===== src/rtl/serial_adder_ctrl.sv =====
// -----------------------------------------------------------------------------
// serial_adder_ctrl
//   Bit-serial addition sequencer. A request captures two WIDTH-bit operands
//   and a carry-in. One full-adder cell is then used for WIDTH cycles, LSB
//   first, with the carry held in a register between bits. The result is
//   registered at completion and held until the next completion.
//
//   Optional feature: define SERIAL_ADD_OVF_EN to add the signed-overflow
//   output ovf. With the macro undefined, the port and its logic are absent.
//
// Ports
//   clk    in   1      rising-edge clock
//   rst_n  in   1      asynchronous active-low reset
//   start  in   1      request; sampled only while idle
//   a, b   in   WIDTH  operands, captured when start is accepted
//   cin    in   1      carry-in, captured when start is accepted
//   busy   out  1      addition in progress
//   done   out  1      one-cycle completion pulse
//   sum    out  WIDTH  registered result
//   cout   out  1      registered carry-out
//   ovf    out  1      registered signed overflow (SERIAL_ADD_OVF_EN only)
// -----------------------------------------------------------------------------
module serial_adder_ctrl #(
  parameter int unsigned WIDTH = 8
) (
  input  logic             clk,
  input  logic             rst_n,
  input  logic             start,
  input  logic [WIDTH-1:0] a,
  input  logic [WIDTH-1:0] b,
  input  logic             cin,
  output logic             busy,
  output logic             done,
  output logic [WIDTH-1:0] sum,
  output logic             cout
`ifdef SERIAL_ADD_OVF_EN
  ,
  output logic             ovf
`endif
);

  localparam int unsigned CNT_W = (WIDTH > 1) ? $clog2(WIDTH) : 1;
  localparam logic [CNT_W-1:0] LAST_BIT = CNT_W'(WIDTH - 1);

  typedef enum logic {
    S_IDLE = 1'b0,
    S_RUN  = 1'b1
  } state_e;

  state_e             state_q, state_d;
  logic [WIDTH-1:0]   a_sh_q, a_sh_d;
  logic [WIDTH-1:0]   b_sh_q, b_sh_d;
  logic [WIDTH-1:0]   s_sh_q, s_sh_d;
  logic               carry_q, carry_d;
  logic [CNT_W-1:0]   cnt_q, cnt_d;
  logic               busy_q, busy_d;
  logic               done_q, done_d;
  logic [WIDTH-1:0]   sum_q, sum_d;
  logic               cout_q, cout_d;
`ifdef SERIAL_ADD_OVF_EN
  logic               ovf_q, ovf_d;
`endif

  logic               accept_c;
  logic               last_c;
  logic               cell_sum_c;
  logic               cell_cout_c;
  logic [WIDTH-1:0]   s_shift_c;

  // Shared single-bit full-adder cell and the shifted partial sum it feeds.
  always_comb begin
    cell_sum_c  = a_sh_q[0] ^ b_sh_q[0] ^ carry_q;
    cell_cout_c = (a_sh_q[0] & b_sh_q[0]) | (a_sh_q[0] & carry_q) | (b_sh_q[0] & carry_q);
    s_shift_c   = {cell_sum_c, s_sh_q[WIDTH-1:1]};
    accept_c    = (state_q == S_IDLE) && start;
    last_c      = (state_q == S_RUN) && (cnt_q == LAST_BIT);
  end

  // State register and all datapath/output flops.
  always_ff @(posedge clk or negedge rst_n) begin
    if (!rst_n) begin
      state_q <= S_IDLE;
      a_sh_q  <= '0;
      b_sh_q  <= '0;
      s_sh_q  <= '0;
      carry_q <= 1'b0;
      cnt_q   <= '0;
      busy_q  <= 1'b0;
      done_q  <= 1'b0;
      sum_q   <= '0;
      cout_q  <= 1'b0;
`ifdef SERIAL_ADD_OVF_EN
      ovf_q   <= 1'b0;
`endif
    end else begin
      state_q <= state_d;
      a_sh_q  <= a_sh_d;
      b_sh_q  <= b_sh_d;
      s_sh_q  <= s_sh_d;
      carry_q <= carry_d;
      cnt_q   <= cnt_d;
      busy_q  <= busy_d;
      done_q  <= done_d;
      sum_q   <= sum_d;
      cout_q  <= cout_d;
`ifdef SERIAL_ADD_OVF_EN
      ovf_q   <= ovf_d;
`endif
    end
  end

  // Next-state logic.
  always_comb begin
    state_d = state_q;
    unique case (state_q)
      S_IDLE:  if (start)  state_d = S_RUN;
      S_RUN:   if (last_c) state_d = S_IDLE;
      default: state_d = S_IDLE;
    endcase
  end

  // Datapath and registered-output next values.
  always_comb begin
    a_sh_d  = a_sh_q;
    b_sh_d  = b_sh_q;
    s_sh_d  = s_sh_q;
    carry_d = carry_q;
    cnt_d   = cnt_q;
    busy_d  = busy_q;
    done_d  = 1'b0;
    sum_d   = sum_q;
    cout_d  = cout_q;
`ifdef SERIAL_ADD_OVF_EN
    ovf_d   = ovf_q;
`endif

    if (accept_c) begin
      a_sh_d  = a;
      b_sh_d  = b;
      s_sh_d  = '0;
      carry_d = cin;
      cnt_d   = '0;
      busy_d  = 1'b1;
    end

    if (state_q == S_RUN) begin
      a_sh_d  = {1'b0, a_sh_q[WIDTH-1:1]};
      b_sh_d  = {1'b0, b_sh_q[WIDTH-1:1]};
      s_sh_d  = s_shift_c;
      carry_d = cell_cout_c;
      cnt_d   = cnt_q + CNT_W'(1);
      if (last_c) begin
        sum_d  = s_shift_c;
        cout_d = cell_cout_c;
        done_d = 1'b1;
        busy_d = 1'b0;
`ifdef SERIAL_ADD_OVF_EN
        // carry_q here is the carry into the MSB; cell_cout_c is the carry out.
        ovf_d  = carry_q ^ cell_cout_c;
`endif
      end
    end
  end

  assign busy = busy_q;
  assign done = done_q;
  assign sum  = sum_q;
  assign cout = cout_q;
`ifdef SERIAL_ADD_OVF_EN
  assign ovf  = ovf_q;
`endif

endmodule


===== config.mk =====
export PLATFORM = sky130hd
export DESIGN_NAME = serial_adder_ctrl
export DESIGN_NICKNAME = d
export VERILOG_FILES = /design/src/rtl/serial_adder_ctrl.sv
export SDC_FILE = /design/constraint.sdc
export NUM_CORES = 1
export LEC_CHECK = 0
export CAP_MARGIN = 30
export CORE_ASPECT_RATIO = 1.4
export CORE_MARGIN = 3
export CORE_UTILIZATION = 40
export CTS_BUF_LIST = sky130_fd_sc_hd__clkbuf_8
export DETAILED_ROUTE_END_ITERATION = 7
export PLACE_DENSITY_LB_ADDON = 0.12
export SYNTH_ARGS = -nofsm -noshare
export SYNTH_HDL_FRONTEND = slang
export SYNTH_SLANG_ARGS = --single-unit

===== constraint.sdc =====
create_clock -name clk -period 2.59 [get_ports clk]
set_clock_uncertainty 0.15 [all_clocks]
set_input_delay 0.259 -clock clk [delete_from_list [all_inputs] [get_ports clk]]
set_output_delay 0.259 -clock clk [all_outputs]
set_load 0.03 [all_outputs]

==> run_results.csv <==
group,metric,value,unit
logic_synthesis,synth_seq_area_share,58.5,%
logic_synthesis,yosysUniqueCellTypes,17,
logic_synthesis,synth_nets,162,
grt,grt_max_degree,40,
cts,cts_buffer_depth,2,
pwr,power.leakage,0.988,nW
logic_synthesis,yosys-top-cells-area,"dfrtp_1 59%, mux2i_1 11%, mux2_2 6.1%, o21ai_0 5.4%, nand2_1 4.7%",
cts,clkTransAtPathRegs,0.07,ns
die,start_util,41.8,%
die,dieArea,4990,um^2
logic_synthesis,ys_async_sr_fraction,100,%
worst_setup_path,end_kind,"output port",
worst_setup_path,reg2reg_setup_slack,0.90,ns
timing,rsz0062_at_grt,"false",
timing,finalCritPeriodShare,66.6,%
worst_setup_path,critical-path-slowest-cell,"clkdlybuf4s50_1",
worst_setup_path,crit_end,"busy",
grt,use_met3,4.67,%
timing,tightestPinTransition,0.871,ns
grt,grt.busiest_layer,"met2",
worst_setup_path,critical_path_buf_inv_count,1,
worst_setup_path,cp_top_family,"buffers and inverters",
logic_synthesis,yosys.area.top_type,"dfrtp_1",
cts,htree_num_levels,2,
cells_and_area,area_delta_synth_final,24.7,%
worst_setup_path,cp_max_fo,3,
timing,setup_violations,0,
logic_synthesis,synth_flop_cell,"dfrtp_1",
cts,cts_tree,"yes",
outcome,status,"finished clean",
detailed_routing,first_pass_iters,4,
detailed_routing,detail_route.wl_per_cell,13.1,um
detailed_routing,vias_per_cell,5.04,
placement,place.gp.congestion,0.668,
grt,groute.usage.overall,13.2,%
cts,insertion_delay,0.28,ns
worst_setup_path,r2r_cells,4,
logic_synthesis,synthCells,139,
grt,grt_pass1_wl,4910,um
pwr,cellPowerDensity,1100,nW/um^2
cts,numCtsBuffers,5,
cells_and_area,nNetsFinal,194,
logic_synthesis,postSynthRegisterBits,39,
logic_synthesis,synthTopCellsByCount,"39 x dfrtp_1, 21 x nand2_1, 19 x mux2i_1",
placement,port-buffer-count,30,
cells_and_area,drive_above_1_share,11.6,%
grt,met2_usage,20.7,%
die,ios,31,
logic_synthesis,synth_warnings,0,
cts,cts_hold_buf,1,
detailed_routing,drt_first_iter_violations,20,
timing,hold_viol_final,0,
die,die_h,82.4,um
timing,finalSetupTns,0,ns
timing,fmax,580,MHz
worst_setup_path,cp.arrival,1.32,ns
worst_setup_path,crit_chain,"clkdlybuf4s50_1",
detailed_routing,drtAntennaViolNets,0,
logic_synthesis,yosysMostFrequentCell,"dfrtp_1",
placement,hpwl,1890,um
pwr,ir_worst_vdd,0.445,mV
die,std_cell_rows,27,
grt,antenna_found_initial,0,
detailed_routing,route.detailed.drc,0,
grt,grt_overflow_total,0,
die,die_w,60.6,um
worst_setup_path,startpoint_type,"register",
cells_and_area,final_util,52.2,%
cts,post_cts_buffers,0,
logic_synthesis,syn_area,1670,um^2
detailed_routing,finalWirelength,2810,um
cts,cts_root_buf,"clkbuf_8",
worst_setup_path,crit_path_start,"busy",
die,core,3990,um^2
logic_synthesis,synth_top_area_share,58.5,%
cts,cts_resized,0,
worst_setup_path,r2r_end,"sum[1]",
cells_and_area,diodes,0,
cts,cts.sinks,39,
logic_synthesis,avgSynthCellArea,12.0,um^2
hold_path,hold_class,"reg2reg",
timing,slew_violations,0,
cells_and_area,nFillCells,370,
logic_synthesis,synth_edf_count,0,
worst_setup_path,path_depth,1,
timing,finalCriticalPeriod,1.73,ns
worst_setup_path,crit_required,2.18,ns
worst_setup_path,max_stage_delay,0.68,ns
grt,grt_util_met1,16.5,%
detailed_routing,routed-via-count,1083,
job,max-cap-violations,0,
timing,maxSlewHeadroom,41.9,%
worst_setup_path,crit_type,"reg2out",
grt,grt_pass1_vias,1077,
worst_setup_path,rr_startpoint,"cnt_q[0]",
[cell usage in the layout, fill, tap and decap left out]
cell / instances
a22o_1: 3
buf_2: 1
buf_4: 2
clkbuf_8: 7
clkdlybuf4s50_1: 29
dfrtp_1: 39
dlygate4sd3_1: 1
fa_1: 1
ha_1: 2
inv_1: 4
mux2_2: 9
mux2i_1: 19
nand2_1: 21
nand2_2: 1
nand2b_1: 7
nor2_1: 4
o21ai_0: 18
o21ai_1: 3
o22ai_1: 1
[registers in the layout, summed over array words and instances, names as in the netlist]
signal,flops
a_sh_q,8
b_sh_q,8
sum,8
s_sh_q,7
cnt_q,3
busy,1
carry_q,1
cout,1
done,1
state_q,1
[stage by stage]
stage | total power (W) | worst slack [ns] | area (um^2) | cells | hold WS, ns
6_report | 0.00229 | 0.864 | 2080 | 215 | 0.322
5_1_grt | 0.00250 | 0.782 | 2080 | 215 | 0.352
4_1_cts | 0.00233 | 0.847 | 2080 | 215 | 0.329
3_5_place_dp | 0.00188 | 0.854 | 1970 | 206 | 0.275
3_3_place_gp | 0.00185 | 0.911 | 1970 | 206 | 0.268
2_1_floorplan | 0.00161 | 1.04 | 1670 | 139 | -0.187
[report_power, final]
part	switching [W]	internal (W)
sequential	0.000175	0.000857
clock	0.000200	0.000239
combinational	0.000414	0.000405
[worst min-delay path by stage]
stage / depth (start not counted) / slack (ns) / start / to
final: 2 / 0.32 / b_sh_q[4] / b_sh_q[3]
after global routing: 2 / 0.35 / b_sh_q[4] / b_sh_q[3]
after global placement: 1 / 0.27 / rst_n / done
after detailed placement: 1 / 0.27 / rst_n / done
after CTS: 2 / 0.33 / b_sh_q[4] / b_sh_q[3]
after floorplan: 0 / -0.19 / rst_n / a_sh_q[0]
[kinds of logic (layout without fill, tap and decap cells)]
kind of cell / after synthesis / count (layout) / share of synthesized area, %
flip-flops: 39 / 39 / 58.5
AND/OR/NAND/NOR: 33 / 33 / 8.63
multiplexers: 28 / 28 / 17.5
AO/OA/AOI/OAI: 25 / 25 / 8.25
buffers and inverters: 11 / 44 / 4.43
adder cells (fa/ha/maj): 3 / 3 / 2.70
[per-layer routing]
layer / share of wire, % / vias to the layer above
met5: 0 / -
met4: 1.2 / 0
met3: 4.4 / 4
met2: 49 / 26
met1: 45 / 522
li1: - / 531
[area by class of cell]
class	count	area, um^2	share of cell area, %
Inverter	3	11.3	0.542
Clock buffer	7	96.3	4.63
Timing Repair Buffer	33	320	15.4
Tap cell	43	53.8	2.59
Clock inverter	1	3.75	0.181
Multi-Input combinational cell	89	618	29.7
Sequential cell	39	976	46.9
Power figures use the tool's default switching activity.
